**config.mk**
```make
export PLATFORM = sky130hd
export DESIGN_NAME = collatz_seq
export DESIGN_NICKNAME = d
export VERILOG_FILES = /design/src/rtl/collatz_seq.sv
export SDC_FILE = /design/constraint.sdc
export NUM_CORES = 1
export LEC_CHECK = 0
export ABC_AREA = 1
export BUFFER_PORTS_ARGS = -buffer_cell sky130_fd_sc_hd__buf_2
export CORE_ASPECT_RATIO = 0.8
export CORE_UTILIZATION = 33
export CTS_CLUSTER_DIAMETER = 30
export CTS_CLUSTER_SIZE = 30
export DETAILED_ROUTE_END_ITERATION = 12
export MAX_ROUTING_LAYER = met4
export SETUP_SLACK_MARGIN = 0.15
export SYNTH_ARGS = -nofsm -noshare
export SYNTH_HDL_FRONTEND = slang
export SYNTH_SLANG_ARGS = --single-unit
```
**constraint.sdc**
```tcl
create_clock -name clk -period 3.4 [get_ports clk]
set_input_delay 0.34 -clock clk [delete_from_list [all_inputs] [get_ports clk]]
set_output_delay 0.34 -clock clk [all_outputs]
set_load 0.005 [all_outputs]
```
**src/rtl/collatz_seq.sv**
```systemverilog
// Collatz sequence generator: emits seed, then each successor, one element per
// accepted beat until the value reaches 1 or 3n+1 no longer fits in W bits.
module collatz_seq #(
  parameter int W     = 16,
  parameter int CNT_W = 8
) (
  input  logic             clk,
  input  logic             rst,
  input  logic             start,
  input  logic [W-1:0]     seed,
  output logic             busy,
  output logic             out_valid,
  input  logic             out_ready,
  output logic [W-1:0]     out_data,
  output logic [CNT_W-1:0] steps,
  output logic             done,
  output logic             err
);

  typedef enum logic [1:0] {IDLE, RUN, DONE, ERR} state_t;

  state_t           state, state_n;
  logic [W-1:0]     value, value_n;
  logic [CNT_W-1:0] steps_n;
  logic [W+1:0]     trip;

  // 3*v+1 at W+2 bits so overflow out of W bits is visible in the top bits
  function automatic logic [W+1:0] triple_inc(input logic [W-1:0] v);
    logic [W+1:0] x;
    x = {2'b00, v};
    return (x << 1) + x + {{(W+1){1'b0}}, 1'b1};
  endfunction

  function automatic logic [CNT_W-1:0] sat_inc(input logic [CNT_W-1:0] c);
    return (&c) ? c : c + {{(CNT_W-1){1'b0}}, 1'b1};
  endfunction

  always_comb begin
    state_n = state;
    value_n = value;
    steps_n = steps;
    trip    = triple_inc(value);
    case (state)
      RUN: begin
        if (out_ready) begin
          if (value == {{(W-1){1'b0}}, 1'b1}) begin
            state_n = DONE;
          end else if (!value[0]) begin
            value_n = value >> 1;
            steps_n = sat_inc(steps);
          end else if (trip[W+1:W] != 2'b00) begin
            state_n = ERR;
          end else begin
            value_n = trip[W-1:0];
            steps_n = sat_inc(steps);
          end
        end
      end
      default: begin
        // IDLE, DONE and ERR all accept a new sequence
        if (start) begin
          steps_n = '0;
          if (seed == '0) begin
            state_n = ERR;
          end else begin
            state_n = RUN;
            value_n = seed;
          end
        end
      end
    endcase
  end

  always_ff @(posedge clk) begin
    if (rst) begin
      state <= IDLE;
      value <= '0;
      steps <= '0;
    end else begin
      state <= state_n;
      value <= value_n;
      steps <= steps_n;
    end
  end

  assign busy      = (state == RUN);
  assign done      = (state == DONE);
  assign err       = (state == ERR);
  assign out_valid = (state == RUN);
  assign out_data  = out_valid ? value : '0;

endmodule

```
## Word level (Yosys, flattened, before mapping)

Cells that the tools add are included.

- Flip-flop bits (word level): 26
- Bits of input ports: 20
- Output and inout port bits: 28
- Word-level logic and storage cells: 47

- Add/subtract/negate cells: 3
- Eq/ne operators: 10
- Muxes and demuxes: 22
- Reduce and logical (&&, ||, !) cells: 8

Operators by type and width:

| operator | count |
|---|---|
| 16-bit 2-to-1 mux | 8 |
| 8-bit 2-to-1 mux | 7 |
| 17-bit by 16-bit adder with 18-bit output | 1 |
| 18-bit by 1-bit adder with 18-bit output, second input constant | 1 |
| 16-bit by 1-bit == test with 1-bit output, second input constant | 1 |
| 16-bit zero test | 1 |
| 2-bit 2-to-1 mux | 7 |
| 4-bit AND reduction | 3 |
| 8-bit by 1-bit adder with 8-bit output, second input constant | 1 |
| 8-bit AND reduction | 1 |
| 5-bit AND reduction | 1 |
| 2-bit == test, second input constant | 2 |
| 2-bit != test, second input constant | 2 |
| 2-bit nonzero test | 2 |
| 3-bit by 1-bit != test with 1-bit output, second input constant | 1 |
| 3-bit by 2-bit != test with 1-bit output, second input constant | 1 |
| 3-bit != test, second input constant | 1 |
| 2-bit by 1-bit == test with 1-bit output, second input constant | 1 |
| 2-bit by 1-bit != test with 1-bit output, second input constant | 1 |

## Logic depth before layout (Yosys ltp)

- Depth in word-level cells: 8
- Mapped depth: 19
- Gate-level depth less buffers: 18

## Worst setup path after synthesis

Ideal clock, no wire load.

- Path type: flip-flop to flip-flop
- From: register value[2]
- To: register value[3]
- Library setup time: 114 ps
- Arrival time: 1981 ps
- Data required time: 3286 ps
- Slack: 1305 ps
- Cell stages (with the launch flop): 16
- Buffers on the path: 1
- Period minus slack after synthesis: 2095 ps
- Cells stage by stage: dfxtp_1 inv_1 ha_1 nand2_1 inv_2 nand2_1 nand2_1 nand2_1 nand3_1 a21oi_4 nand2_4 nand2_8 nand2_8 buf_6 nor2_1 nor2_2

- Longest elaborated chain between the ends: 7
- Elaborated cells between the ends (all ways): 12
- Those cells by class: add/sub (2); eq/ne (3); mux (5); reduce/logical (2)

Ends and longest elaborated chain:

| item | RTL line | RTL |
|---|---|---|
| start: declaration | 23 | `logic [W-1:0] value, value_n;` |
| start signal: assignment | 81 | `value <= value_n;` |
| 17-bit by 16-bit adder with 18-bit output | 31 | `return (x << 1) + x + {{(W+1){1'b0}}, 1'b1};` |
| 18-bit by 1-bit adder with 18-bit output | 31 |  |
| 16-bit 2-to-1 mux | 51 | `end else if (trip[W+1:W] != 2'b00) begin` |
| 16-bit 2-to-1 mux | 48 | `end else if (!value[0]) begin` |
| 16-bit 2-to-1 mux | 46 | `if (value == {{(W-1){1'b0}}, 1'b1}) begin` |
| 16-bit 2-to-1 mux | 45 | `if (out_ready) begin` |
| 16-bit 2-to-1 mux | 43 | `case (state)` |

Parallel ways exist; a longest one is shown, timed or not. The select of a mux whose other input is x is not followed.
A chain may end at the register's enable or synchronous reset.

## Final worst setup path

- From: register value[2]
- To: register steps[7]

- Longest elaborated chain between the ends: 5
- Elaborated cells between the ends (all ways): 7
- Those cells by class: add/sub (2); eq/ne (3); reduce/logical (2)

Ends and longest elaborated chain:

| item | RTL line | RTL |
|---|---|---|
| 17-bit by 16-bit adder with 18-bit output | 31 |  |
| 18-bit by 1-bit adder with 18-bit output | 31 |  |
| 2-bit nonzero test | 51 |  |
| 3-bit != test (no source line) | -- |  |
| 4-bit AND reduction (no source line) (*) | -- |  |
| end signal: assignment | 82 | `steps <= steps_n;` |
| end: declaration | 15 | `output logic [CNT_W-1:0] steps,` |

Every way passes the cells marked *; elsewhere a longest branch is shown, timed or not.

==> impl_results.html <==
<table>
<tr><th>Metric</th><th>Value</th></tr>
<tr><th colspan="2">STA</th></tr>
<tr><td>Worst-case hold slack</td><td>0.352 ns</td></tr>
<tr><td>Final critical delay including setup and external delays</td><td>2.66 ns</td></tr>
<tr><td>Fmax</td><td>376 MHz</td></tr>
<tr><td>Worst relative slew slack</td><td>43.8%</td></tr>
<tr><td>Count of final hold-check violations</td><td>0</td></tr>
<tr><td># setup viols final</td><td>0</td></tr>
<tr><td>Final setup TNS</td><td>0 ns</td></tr>
<tr><td>Final Skew</td><td>0.00603 ns</td></tr>
<tr><td>Unrepaired setup endpoints after global routing</td><td>no</td></tr>
<tr><td>Final cycle utilization of the critical path</td><td>78.2%</td></tr>
<tr><td>Worst-margin pin slew</td><td>0.843 ns</td></tr>
<tr><td>Final Max Slew Viols</td><td>0</td></tr>
<tr><th colspan="2">Routing</th></tr>
<tr><td>Via density per instance</td><td>4.94</td></tr>
<tr><td>Via count</td><td>3,254</td></tr>
<tr><td>Initial DRT Pass Iterations</td><td>5</td></tr>
<tr><td>Total wirelength of the detailed-routed design</td><td>8820 um</td></tr>
<tr><td>Iteration-0 DRC count of the detailed router</td><td>201</td></tr>
<tr><td>Wire per inst</td><td>13.4 um</td></tr>
<tr><td>Remaining antenna violation count after routing</td><td>0</td></tr>
<tr><td>Detailed-route DRC error count</td><td>0</td></tr>
<tr><th colspan="2">Floorplan</th></tr>
<tr><td>Top-Level Pins</td><td>48</td></tr>
<tr><td>Initial core utilization</td><td>34.6%</td></tr>
<tr><td>Die Footprint</td><td>9430 um^2</td></tr>
<tr><td>Standard cell core area</td><td>8630 um^2</td></tr>
<tr><td>DIE WIDTH</td><td>108 um</td></tr>
<tr><td>Count of standard-cell rows</td><td>30</td></tr>
<tr><td>Die Y-Extent</td><td>87.1 um</td></tr>
<tr><th colspan="2">Synthesis</th></tr>
<tr><td>Gate count of the mapped netlist</td><td>508</td></tr>
<tr><td>Mapped Area</td><td>2980 um^2</td></tr>
<tr><td>Share of synthesized area occupied by flip-flops and latches</td><td>17.4%</td></tr>
<tr><td>Post-synth cell types</td><td>35</td></tr>
<tr><td>Post-Synthesis Net Count</td><td>556</td></tr>
<tr><td>Per-instance average area after synthesis</td><td>5.87 um^2</td></tr>
<tr><td>Synthesis warning total</td><td>0</td></tr>
<tr><td>Count of state elements after synthesis</td><td>26</td></tr>
<tr><th colspan="2">Clock network</th></tr>
<tr><td>Post-CTS Setup Bufs</td><td>0</td></tr>
<tr><td>CTS max path bufs</td><td>2</td></tr>
<tr><td>Clock buffer count from CTS</td><td>3</td></tr>
<tr><td>TritonCTS clock tree</td><td>yes</td></tr>
<tr><td>Clock-pin slew on the worst setup and hold paths</td><td>0.07 ns</td></tr>
<tr><td>Number of instances resized during post-cts repair</td><td>0</td></tr>
<tr><td>Clock Root Buffer</td><td>clkbuf_16</td></tr>
<tr><td>Clk sinks</td><td>26</td></tr>
<tr><td>Insertion delay of the later-clocked pin in the worst-skew pair</td><td>0.26 ns</td></tr>
<tr><td>Total of hold buffers inserted after clock tree synthesis</td><td>0</td></tr>
<tr><td>H-Tree Level Count</td><td>1</td></tr>
<tr><th colspan="2">Pwr</th></tr>
<tr><td>Largest voltage drop on the vdd net</td><td>0.388 mV</td></tr>
<tr><td>Power density normalized to cell area</td><td>760 nW/um^2</td></tr>
<tr><td>Reported leakage power</td><td>0.00186 uW</td></tr>
<tr><th colspan="2">Global routing</th></tr>
<tr><td>Gr ovfl total</td><td>0</td></tr>
<tr><td>Pin count of the biggest net entering global routing</td><td>31</td></tr>
<tr><td>Number of antenna violations at the first check in global routing</td><td>0</td></tr>
<tr><td>Wire length of the first global-routing pass</td><td>14,500 um</td></tr>
<tr><td>Via count of the first global-routing pass</td><td>2,977</td></tr>
<tr><td>Global-route usage over all layers</td><td>20.0%</td></tr>
<tr><th colspan="2">Critical path</th></tr>
<tr><td>Required time at the worst-slack endpoint</td><td>3.55 ns</td></tr>
<tr><td>Data arrival, critical path</td><td>2.80 ns</td></tr>
<tr><td>Worst-path maximum fanout</td><td>15</td></tr>
<tr><td>Worst-case reg-to-reg path depth</td><td>14</td></tr>
<tr><td>Kind of critical path</td><td>flip-flop to flip-flop</td></tr>
<tr><td>Crit end category</td><td>flip-flop</td></tr>
<tr><td>CP Launch Type</td><td>flip-flop</td></tr>
<tr><th colspan="2">Flow run</th></tr>
<tr><td>Max-cap check violation count</td><td>0</td></tr>
<tr><th colspan="2">Hold path</th></tr>
<tr><td>Hold WC Path Type</td><td>primary input to flip-flop</td></tr>
<tr><td>Cell count of the worst hold path</td><td>2</td></tr>
<tr><th colspan="2">Finish</th></tr>
<tr><td>Utilization of the core after routing</td><td>39.2%</td></tr>
<tr><td>Number of nets in the layout</td><td>596</td></tr>
<tr><td>Count of antenna diodes in the layout</td><td>0</td></tr>
<tr><td>Growth of design area from synthesis to finish</td><td>13.3%</td></tr>
<tr><td>Share of cells above drive strength 1</td><td>15.0%</td></tr>
<tr><th colspan="2">Run status</th></tr>
<tr><td>Run status</td><td>finished clean</td></tr>
<tr><th colspan="2">Placement</th></tr>
<tr><td>RePlAce Congestion</td><td>0.995</td></tr>
<tr><td>DP HPWL</td><td>7050 um</td></tr>
<tr><td>Buffers added on ports</td><td>47</td></tr>
</table>
[critical path, cell delays in order, from the launching register on]
cell and delay, ns:
dfxtp_1 0.43, inv_1 0.10, ha_1 0.38, nand2_1 0.12
inv_2 0.05, nand2_1 0.08, nand2_1 0.06, nand2_1 0.08
nand3_1 0.15, a21oi_4 0.44, nand2_4 0.12, nand2_8 0.14
nand2_1 0.18, nand2_1 0.13, a21oi_1 0.07
[worst paths after layout]
path	from	slack [ns]	end
max	value[2]	0.74	steps[7]
min	rst	0.35	steps[5]
max reg2reg	value[2]	0.74	steps[7]
min reg2reg	steps[5]	0.49	steps[5]
[layout make-up]
cell class | instances | area [um^2]
multi-input cells | 389 | 2080
flip-flops and latches | 26 | 520
well taps | 112 | 140
clock buffers | 4 | 88.8
repair buffers | 50 | 258
fillers | 987 | 5250
inverters | 78 | 293
[per-stage QoR]
step	setup WS, ns	area, um^2	std cells	power, uW
after floorplan	1.30	2980	508	1830
after global placement	0.823	3290	655	2250
after detailed placement	0.785	3290	655	2260
after CTS	0.767	3380	659	2550
after global routing	0.503	3380	659	2810
final	0.741	3380	659	2570
[logic make-up (layout without fill, tap and decap cells)]
group / Yosys count / in the layout / share of synthesized area (%)
xor gates and xnor gates: 12 / 12 / 3.52
adders and majority gates: 28 / 28 / 12.0
buffers and inverters: 93 / 132 / 12.8
and+or+nand+nor: 308 / 308 / 45.4
AOI/OAI and AO/OA: 41 / 41 / 8.85
DFF: 26 / 26 / 17.4
[flip-flops by register name, summed over array words and instances, names as in the netlist]
name	count
steps	8
state	2
value	16
[report_power, final]
group,internal (uW),switching [uW]
sequential,398,141
combinational,592,1150
clock,180,110
total,1170,1400
[Yosys cell counts (all sizes together)]
master  instances  area (um^2)
a21oi          20          111
nand2         161          662
xor2           11         96.3
a22oi          13         97.6
ha             27          338
a22o            1         8.76
clkbuf          4         15.0
o22ai           1         6.26
and2            2         12.5
dfxtp          26          521
clkinv          3         11.3
or2             1         6.26
buf            11         75.1
a41oi           1         8.76
inv            75          282
nand4          21          131
o21a            1         7.51
o21ai           4         23.8
nand3          31          155
fa              1         20.0
xnor2           1         8.76
nor3            5         25.0
nor2           87          362
[layer usage]
layer / share of wire, % / track usage, % / wire length [um]
met1: 52 / 29.2 / 4630
met2: 41 / 30.2 / 3590
met3: 6.8 / 3.07 / 598
met4: 0.12 / 1.47 / 11
met5: 0 / - / 0
[cells in the final DEF, fill, tap and decap left out]
| master | Yosys | final |
|---|---|---|
| nand4_1 | 21 | 21 |
| xor2_1 | 11 | 11 |
| clkbuf_16 | 0 | 3 |
| xnor2_1 | 1 | 1 |
| a21oi_4 | 1 | 1 |
| nand2_4 | 2 | 2 |
| a21oi_1 | 19 | 19 |
| ha_1 | 27 | 27 |
| inv_2 | 7 | 7 |
| nor2_4 | 2 | 2 |
| buf_4 | 1 | 3 |
| nand3_1 | 31 | 31 |
| fa_1 | 1 | 1 |
| o21ai_2 | 1 | 1 |
| o21a_1 | 1 | 1 |
| o21ai_1 | 1 | 1 |
| nor3_1 | 5 | 5 |
| nand2_1 | 153 | 153 |
| or2_2 | 1 | 1 |
| nor2_2 | 8 | 8 |
| buf_2 | 6 | 47 |
| a22o_1 | 1 | 1 |
| a41oi_1 | 1 | 1 |
| nand2_2 | 4 | 4 |
| o21ai_0 | 2 | 2 |
| and2_1 | 2 | 2 |
| a22oi_1 | 13 | 13 |
| dfxtp_1 | 26 | 26 |
| clkbuf_8 | 0 | 1 |
| clkinv_1 | 3 | 3 |
| inv_1 | 68 | 68 |
| nor2_1 | 77 | 77 |
| o22ai_1 | 1 | 1 |
| nand2_8 | 2 | 2 |
Note: power is estimated with default switching activity, not from simulation.
